### config.mk
export PLATFORM = sky130hd
export DESIGN_NAME = chess_link_ctrl
export DESIGN_NICKNAME = d
export VERILOG_FILES = /design/src/rtl/chess_link_ctrl.sv
export SDC_FILE = /design/constraint.sdc
export NUM_CORES = 1
export LEC_CHECK = 0
export BUFFER_PORTS_ARGS = -buffer_cell sky130_fd_sc_hd__buf_2
export CORE_MARGIN = 8
export CORE_UTILIZATION = 45
export CTS_CLUSTER_SIZE = 25
export DETAILED_ROUTE_END_ITERATION = 7
export MAX_ROUTING_LAYER = met4
export PLACE_DENSITY = 0.79
export RECOVER_POWER = 100
export SLEW_MARGIN = 20
export SYNTH_ARGS = -nofsm -noshare
export SYNTH_HDL_FRONTEND = slang
export SYNTH_SLANG_ARGS = --single-unit
### constraint.sdc
create_clock -name clk -period 2.4 [get_ports clk]
set_input_delay 0.12 -clock clk [delete_from_list [all_inputs] [get_ports clk]]
set_output_delay 0.12 -clock clk [all_outputs]
set_load 0.02 [all_outputs]
### src/rtl/chess_link_ctrl.sv
// Packet-link controller between the chess game logic and the UART core:
// queued TX of setup/move/result packets, RX fetch/decode into one-cycle events, turn tracking.
module chess_link_ctrl #(
    parameter int PKT_W     = 16,
    parameter int TXQ_DEPTH = 4,
    parameter int MIRROR    = 1,
    parameter int ERR_W     = 8
) (
    input  logic             clk,
    input  logic             reset_n,
    input  logic             setup_req,
    input  logic             setup_player,
    input  logic [1:0]       setup_mode,
    input  logic             move_req,
    input  logic [11:0]      move_coords,
    input  logic             result_req,
    input  logic             result_won,
    input  logic             tx_ready,
    output logic             tx_valid,
    output logic [PKT_W-1:0] tx_data,
    input  logic             rx_pending,
    output logic             rx_req,
    input  logic [PKT_W-1:0] rx_data,
    input  logic             rx_parity_err,
    output logic             rx_move_valid,
    output logic [11:0]      rx_move,
    output logic             rx_setup_valid,
    output logic [1:0]       rx_mode,
    output logic             rx_result_valid,
    output logic             rx_remote_won,
    output logic             local_player,
    output logic             my_turn,
    output logic             tx_overflow,
    output logic [ERR_W-1:0] err_cnt
);
    localparam int AW = $clog2(TXQ_DEPTH);
    localparam logic [AW:0] FULL_CNT = TXQ_DEPTH[AW:0];

    typedef enum logic [1:0] {
        RX_IDLE,
        RX_REQ,
        RX_WAIT,
        RX_DECODE
    } rx_state_t;

    // ---------------- TX queue ----------------
    logic [PKT_W-1:0] fifo_mem [TXQ_DEPTH];
    logic [AW-1:0]    wr_ptr_reg, rd_ptr_reg;
    logic [AW:0]      count_reg;
    logic             gap_reg;
    logic             overflow_reg;
    logic             fifo_full, any_req, multi_req, push_en, pop_en;
    logic [15:0]      push_hdr;
    logic [PKT_W-1:0] push_data;

    always_comb begin
        push_hdr = '0;
        if (result_req)
            push_hdr = {2'b11, result_won, 13'b0};
        else if (setup_req)
            push_hdr = {2'b10, setup_player, setup_mode, 11'b0};
        else if (move_req)
            push_hdr = {2'b00, move_coords, 2'b00};
        push_data = '0;
        push_data[PKT_W-1 -: 16] = push_hdr;
    end

    assign any_req   = result_req || setup_req || move_req;
    assign multi_req = (result_req && setup_req) || (result_req && move_req) || (setup_req && move_req);
    assign fifo_full = (count_reg == FULL_CNT);
    assign push_en   = any_req && !fifo_full;
    // gap_reg forces an idle cycle between strobes
    assign tx_valid  = (count_reg != '0) && tx_ready && !gap_reg;
    assign pop_en    = tx_valid;
    assign tx_data   = tx_valid ? fifo_mem[rd_ptr_reg] : '0;

    always_ff @(posedge clk) begin
        if (push_en)
            fifo_mem[wr_ptr_reg] <= push_data;
    end

    always_ff @(posedge clk or negedge reset_n) begin
        if (!reset_n) begin
            wr_ptr_reg   <= '0;
            rd_ptr_reg   <= '0;
            count_reg    <= '0;
            gap_reg      <= 1'b0;
            overflow_reg <= 1'b0;
        end else begin
            if (push_en)
                wr_ptr_reg <= wr_ptr_reg + AW'(1);
            if (pop_en)
                rd_ptr_reg <= rd_ptr_reg + AW'(1);
            unique case ({push_en, pop_en})
                2'b10:   count_reg <= count_reg + 1'b1;
                2'b01:   count_reg <= count_reg - 1'b1;
                default: count_reg <= count_reg;
            endcase
            gap_reg      <= pop_en;
            overflow_reg <= (any_req && fifo_full) || multi_req;
        end
    end

    assign tx_overflow = overflow_reg;

    // ---------------- RX fetch FSM ----------------
    rx_state_t state_reg, state_next;

    always_ff @(posedge clk or negedge reset_n) begin
        if (!reset_n)
            state_reg <= RX_IDLE;
        else
            state_reg <= state_next;
    end

    always_comb begin
        state_next = state_reg;
        rx_req     = 1'b0;
        unique case (state_reg)
            RX_IDLE:   if (rx_pending) state_next = RX_REQ;
            RX_REQ: begin
                rx_req     = 1'b1;
                state_next = RX_WAIT;
            end
            RX_WAIT:   state_next = RX_DECODE;
            RX_DECODE: state_next = RX_IDLE;
            default:   state_next = RX_IDLE;
        endcase
    end

    // Data is captured on the edge into DECODE so the registered events are visible during DECODE.
    logic        decode_en, rx_bad, dec_move, dec_setup, dec_result;
    logic [1:0]  rx_type, rx_mode_f;
    logic        rx_flag;
    logic [11:0] rx_coords_raw, rx_coords_dec;
    logic        unused_rx_bits;

    assign rx_type       = rx_data[PKT_W-1 -: 2];
    assign rx_flag       = rx_data[PKT_W-3];
    assign rx_mode_f     = rx_data[PKT_W-4 -: 2];
    assign rx_coords_raw = rx_data[PKT_W-3 -: 12];
    // low packet bits carry nothing on receive
    assign unused_rx_bits = ^rx_data[PKT_W-15:0];

    generate
        for (genvar gi = 0; gi < 4; gi++) begin : g_coord
            assign rx_coords_dec[gi*3 +: 3] = (MIRROR != 0) ? (3'd7 - rx_coords_raw[gi*3 +: 3])
                                                            : rx_coords_raw[gi*3 +: 3];
        end
    endgenerate

    assign decode_en  = (state_reg == RX_WAIT);
    assign rx_bad     = rx_parity_err || (rx_type == 2'b01);
    assign dec_move   = decode_en && !rx_bad && (rx_type == 2'b00);
    assign dec_setup  = decode_en && !rx_bad && (rx_type == 2'b10);
    assign dec_result = decode_en && !rx_bad && (rx_type == 2'b11);

    // ---------------- turn / colour tracking ----------------
    logic my_turn_reg, my_turn_next, local_player_reg, local_player_next;

    always_comb begin
        my_turn_next      = my_turn_reg;
        local_player_next = local_player_reg;
        if (dec_move)
            my_turn_next = 1'b1;
        if (dec_setup) begin
            local_player_next = ~rx_flag;
            my_turn_next      = rx_flag;
        end
        // local requests are applied last so they override a same-cycle decode
        if (move_req)
            my_turn_next = 1'b0;
        if (setup_req) begin
            local_player_next = setup_player;
            my_turn_next      = ~setup_player;
        end
    end

    logic             move_valid_reg, setup_valid_reg, result_valid_reg, remote_won_reg;
    logic [11:0]      rx_move_reg;
    logic [1:0]       rx_mode_reg;
    logic [ERR_W-1:0] err_cnt_reg;

    always_ff @(posedge clk or negedge reset_n) begin
        if (!reset_n) begin
            my_turn_reg      <= 1'b0;
            local_player_reg <= 1'b0;
            move_valid_reg   <= 1'b0;
            setup_valid_reg  <= 1'b0;
            result_valid_reg <= 1'b0;
            remote_won_reg   <= 1'b0;
            rx_move_reg      <= '0;
            rx_mode_reg      <= '0;
            err_cnt_reg      <= '0;
        end else begin
            my_turn_reg      <= my_turn_next;
            local_player_reg <= local_player_next;
            move_valid_reg   <= dec_move;
            setup_valid_reg  <= dec_setup;
            result_valid_reg <= dec_result;
            if (dec_move)
                rx_move_reg <= rx_coords_dec;
            if (dec_setup)
                rx_mode_reg <= rx_mode_f;
            if (dec_result)
                remote_won_reg <= rx_flag;
            if (decode_en && rx_bad && !(&err_cnt_reg))
                err_cnt_reg <= err_cnt_reg + ERR_W'(1);
        end
    end

    assign my_turn         = my_turn_reg;
    assign local_player    = local_player_reg;
    assign rx_move_valid   = move_valid_reg;
    assign rx_setup_valid  = setup_valid_reg;
    assign rx_result_valid = result_valid_reg;
    assign rx_move         = rx_move_reg;
    assign rx_mode         = rx_mode_reg;
    assign rx_remote_won   = remote_won_reg;
    assign err_cnt         = err_cnt_reg;

endmodule

==> results <==
- The class of the worst hold path is input port to flop.
- The share of total power dissipated in sequential elements is 0.471.
- The die is between 100 and 150 um tall.
- The source of the worst hold timing path is setup_player.
- The number of port buffers is 82.
- The share of power burned in combinational logic is 0.361.
- On the critical path, the stage with the largest delay is an instance of dfrtp_1.
- The commonest cells after synthesis are edfxtp_1, dfrtp_1, and2_1.
- After clock tree synthesis, the clock-pin slew on the worst setup and hold paths is 0.09 ns.
- The category of the worst setup path capture point is an output pin.
- Setup total negative slack on the finished layout was measured at 0 ns.
- The largest total area in the synthesized netlist belongs to edfxtp_1.
- The HPWL after detailed placement is 5670 um.
- The category of the worst setup path launch point is a flop.
- The number of placed instances with taps included is 459.
- The arrival time at the worst endpoint is 1.89 ns.
- The final cell area excluding filler cells is 4790 um2.
- Wires add up to 8090 um.
- The maximum operating frequency is 496 MHz.
- After the first detailed-routing iteration, the DRC count stood at 96.
- The worst register-to-register path ends at rx_move[4]$_DFFE_PN0P_.
- The routing usage on met1 is 0.167.
- The core region is 8680 um2.
- In this run the cell area measured after placement is ~4600 um2.
- The number of max-slew violations in the final report is 0.
- The maximum number of pins on one net before global-route repair is 40.
- The average instance in the mapped netlist occupies 14.9 um2.
- In this run the power spent charging and discharging nets is 2.13 mW.
- The kind of cell with the highest combined delay along the critical path is flip-flops.
- The async set-reset flop share out of synthesis is 0.411.
- Measured against its own limit, the worst slew margin works out to 0.356.
- In the routed design, unresolved DRC markers number 0.
- Of the total power, the share spent switching nets is 0.371.
- Along the worst path, the maximum fanout reaches 15.
- The path with the worst hold slack has its endpoint at my_turn$_DFFE_PN0P_.
- For this run, global-route usage on met2 was measured as 0.235.
- The combined global-route utilization of all metal layers is 0.145.
- STA puts the critical path data required time at 2.28 ns.
- Clock tree synthesis found a total of 95 sinks.
- The global routing met3 resource utilization is 0.0471.
- The cell-internal power is 3.62 mW.
- The share of layout cells above drive strength 1 is 0.211.
- The number of cells on the worst reg-to-reg path is 6.
- In the final routed layout, each cell accounts on average for 16.5 um.
- The period utilization is 0.839.
- The maximum count of clock buffers along a single path is 2.
- The count of placed standard cells in the final layout, fillers left out is 489.
- The synthesized instance count is approximately 270.
- In this run the core area contains 34 standard-cell rows.
- The post-cts repair resize count is 0.
- The flow ran to the end, and the final reports show no timing, DRC or antenna violations.
- TritonCTS built the clock tree.
- The synthesis-to-finish area growth is 19.7%.
- The number of buffers created by CTS is 9.
- The hold violation total from the final report is 0.
- The worst-margin pin slew is 0.966 ns.
- The number of vias per cell after detailed routing is 4.98.
- The clock insertion delay at the later pin of the skew report is approximately 0.35 ns.
- In this run the critical register-to-register path is launched from state_reg[0]$_DFFE_PN0P_.
- The signal on the critical path passes through mux4_2 -> and2_1 -> clkbuf_1.
- Measured along the x axis, the die boundary spans 110 um.
- The number of nets in the finished design is approximately 430.
- The global routing stage identified its most utilized layer as met2.
- The via count of the first global-routing pass is 2623.
- Setup slack closes at 0.385 ns.
- Among all flip-flop cells after synthesis, the most frequent one is edfxtp_1.
- The flip-flop count of the largest register, all copies and words added is 56.
- In this design, the stage delay of the slowest critical-path cell is 0.78 ns.
- Measured on the finished design, the core utilization comes to 0.552.
- The synthesis warning total is 0.
- The ratio of total power to cell area is 1200 nW/um2.
- The sequential element share of the synthesized area is 0.664.
- The leftover overflow at the end of global routing is 0.
- The tool flagged a number of max-cap violations equal to 0.
- In this run, synthesis produced a sequential element count of 95.
- Of the post-synthesis cell area, the dominant cell type holds 0.420.
- The routability congestion estimate is 0.713.
- The die covers about 12000 um2.
- The starting utilization of the core area is 0.461.
- The critical path is of the flop to output pin type.
- Yosys attributes the largest share of cell area to edfxtp_1, dfrtp_1, mux4_2, and2_1, ha_1.
- Setup repair after global routing left no endpoint under its margin.
- The setup slack of the most critical reg-to-reg path is 0.46 ns.
- The number of top-level pins is 87.
- IR analysis of the VDD net gives a maximum drop of around 0.00074 V.
- The clock period could shrink to 2.01 ns.
- The leakage power total is 1.92 nW.
- The final number of setup-violating endpoints is 0.
- The number of antenna violations at the first check in global routing is 1.
- The distinct cell type count of the synthesized netlist is 37.
- The count of flip-flops with a built-in enable after synthesis is 56.
- The count of nets left with antenna violations after detail routing is 0.
- The depth of the worst hold-timing path is 3.
- Of the total power, the clock network draws 0.167.
- The H-tree was split into 3 levels.
- The final setup skew is between 0.005 and 0.006 ns.
- The synthesized cell area is around 4000 um2.
- The clock tree root driver cell is clkbuf_8.
- Together, buffers and inverters on the worst path number 1.
- The vias after detailed routing is 2433.
- Among all cell types in the netlist, the one instantiated most often is edfxtp_1.
- After filler insertion, the fill cell instance count of the layout stands at 772.
- The first global-routing pass estimated 12900 um of wire.
- Before CTS, the worst setup slack after placement is 0.531 ns.
- The first-pass iteration count of the detailed router is 4.
[worst max-delay path by stage]
stage / start / end / slack, ns / depth (start not counted)
after floorplan: count_reg[0]$_DFFE_PN0P_ / count_reg[1]$_DFFE_PN0P_ / 0.37 / 6
after global placement: count_reg[0]$_DFFE_PN0P_ / count_reg[2]$_DFFE_PN0P_ / 0.57 / 7
after detailed placement: count_reg[0]$_DFFE_PN0P_ / count_reg[2]$_DFFE_PN0P_ / 0.53 / 7
after CTS: rd_ptr_reg[1]$_DFFE_PN0P_ / tx_data[11] / 0.34 / 3
after global routing: state_reg[0]$_DFFE_PN0P_ / rx_move[4]$_DFFE_PN0P_ / 0.21 / 6
final: rd_ptr_reg[1]$_DFFE_PN0P_ / tx_data[11] / 0.39 / 3
[cell families after synthesis]
family                     share of synthesized area
DFF                                            0.664
muxes                                          0.101
xor gates and xnor gates                      0.0241
adders and majority gates                     0.0388
other                                       0.000937
buffers and inverters                         0.0260
AOI/OAI and AO/OA                             0.0366
and+or+nand+nor                                0.108
[routing by layer]
metal / share of wire / wire [um] / vias to the layer above
met5: 0 / 0 / -
met4: 0.012 / 97 / 0
met3: 0.066 / 533 / 11
met2: 0.49 / 4000 / 72
met1: 0.43 / 3460 / 1177
li1: - / - / 1173
[cells in the final DEF (no fill, tap or decap), types with 8 or more instances in the layout]
cell type,n
and2_0,12
and2_1,15
buf_2,34
clkbuf_1,49
clkbuf_8,9
dfrtp_1,39
dlygate4sd3_1,13
edfxtp_1,56
ha_1,10
inv_1,13
mux2_2,8
mux4_2,14
nand2_1,18
nor2_1,10
o21ai_0,16
xnor2_1,8
[power by group through the flow]
| stage | registers [mW] | clock network [mW] | logic [mW] |
|---|---|---|---|
| after floorplan | 2.87 | 0 | 1.32 |
| after global placement | 2.69 | 0 | 2.15 |
| after detailed placement | 2.74 | 0 | 2.22 |
| after CTS | 2.71 | 0.998 | 2.25 |
| after global routing | 2.78 | 1.06 | 2.31 |
| final | 2.71 | 0.962 | 2.08 |
[what timing repair did]
action,CTS,global route
hold endpoints to repair,53,0
hold buffers,13,0
setup endpoints to repair,0,0
buffers inserted,0,0
[cell type report]
type | count | area [um2] | area share
inverter | 13 | 48.8 | 0.0102
multi-input combinational | 152 | 1230 | 0.258
tap | 108 | 135 | 0.0282
clock buffer | 9 | 124 | 0.0259
antenna | 1 | 2.50 | 0.000522
sequential | 95 | 2660 | 0.555
clock inverter | 7 | 56.3 | 0.0118
timing repair buffer | 104 | 532 | 0.111
[worst min-delay path, stage by stage]
cell,delay [ns]
buf_2,0.10
nand2b_1,0.11
a21oi_1,0.06
[through the flow]
step,hold WS (ns),power [mW]
after global routing,0.0678,6.15
after floorplan,-0.176,4.19
after CTS,0.0469,5.95
final,0.0677,5.75
after detailed placement,0.299,4.95
after global placement,0.278,4.84
(Power assumes the default switching activity.)
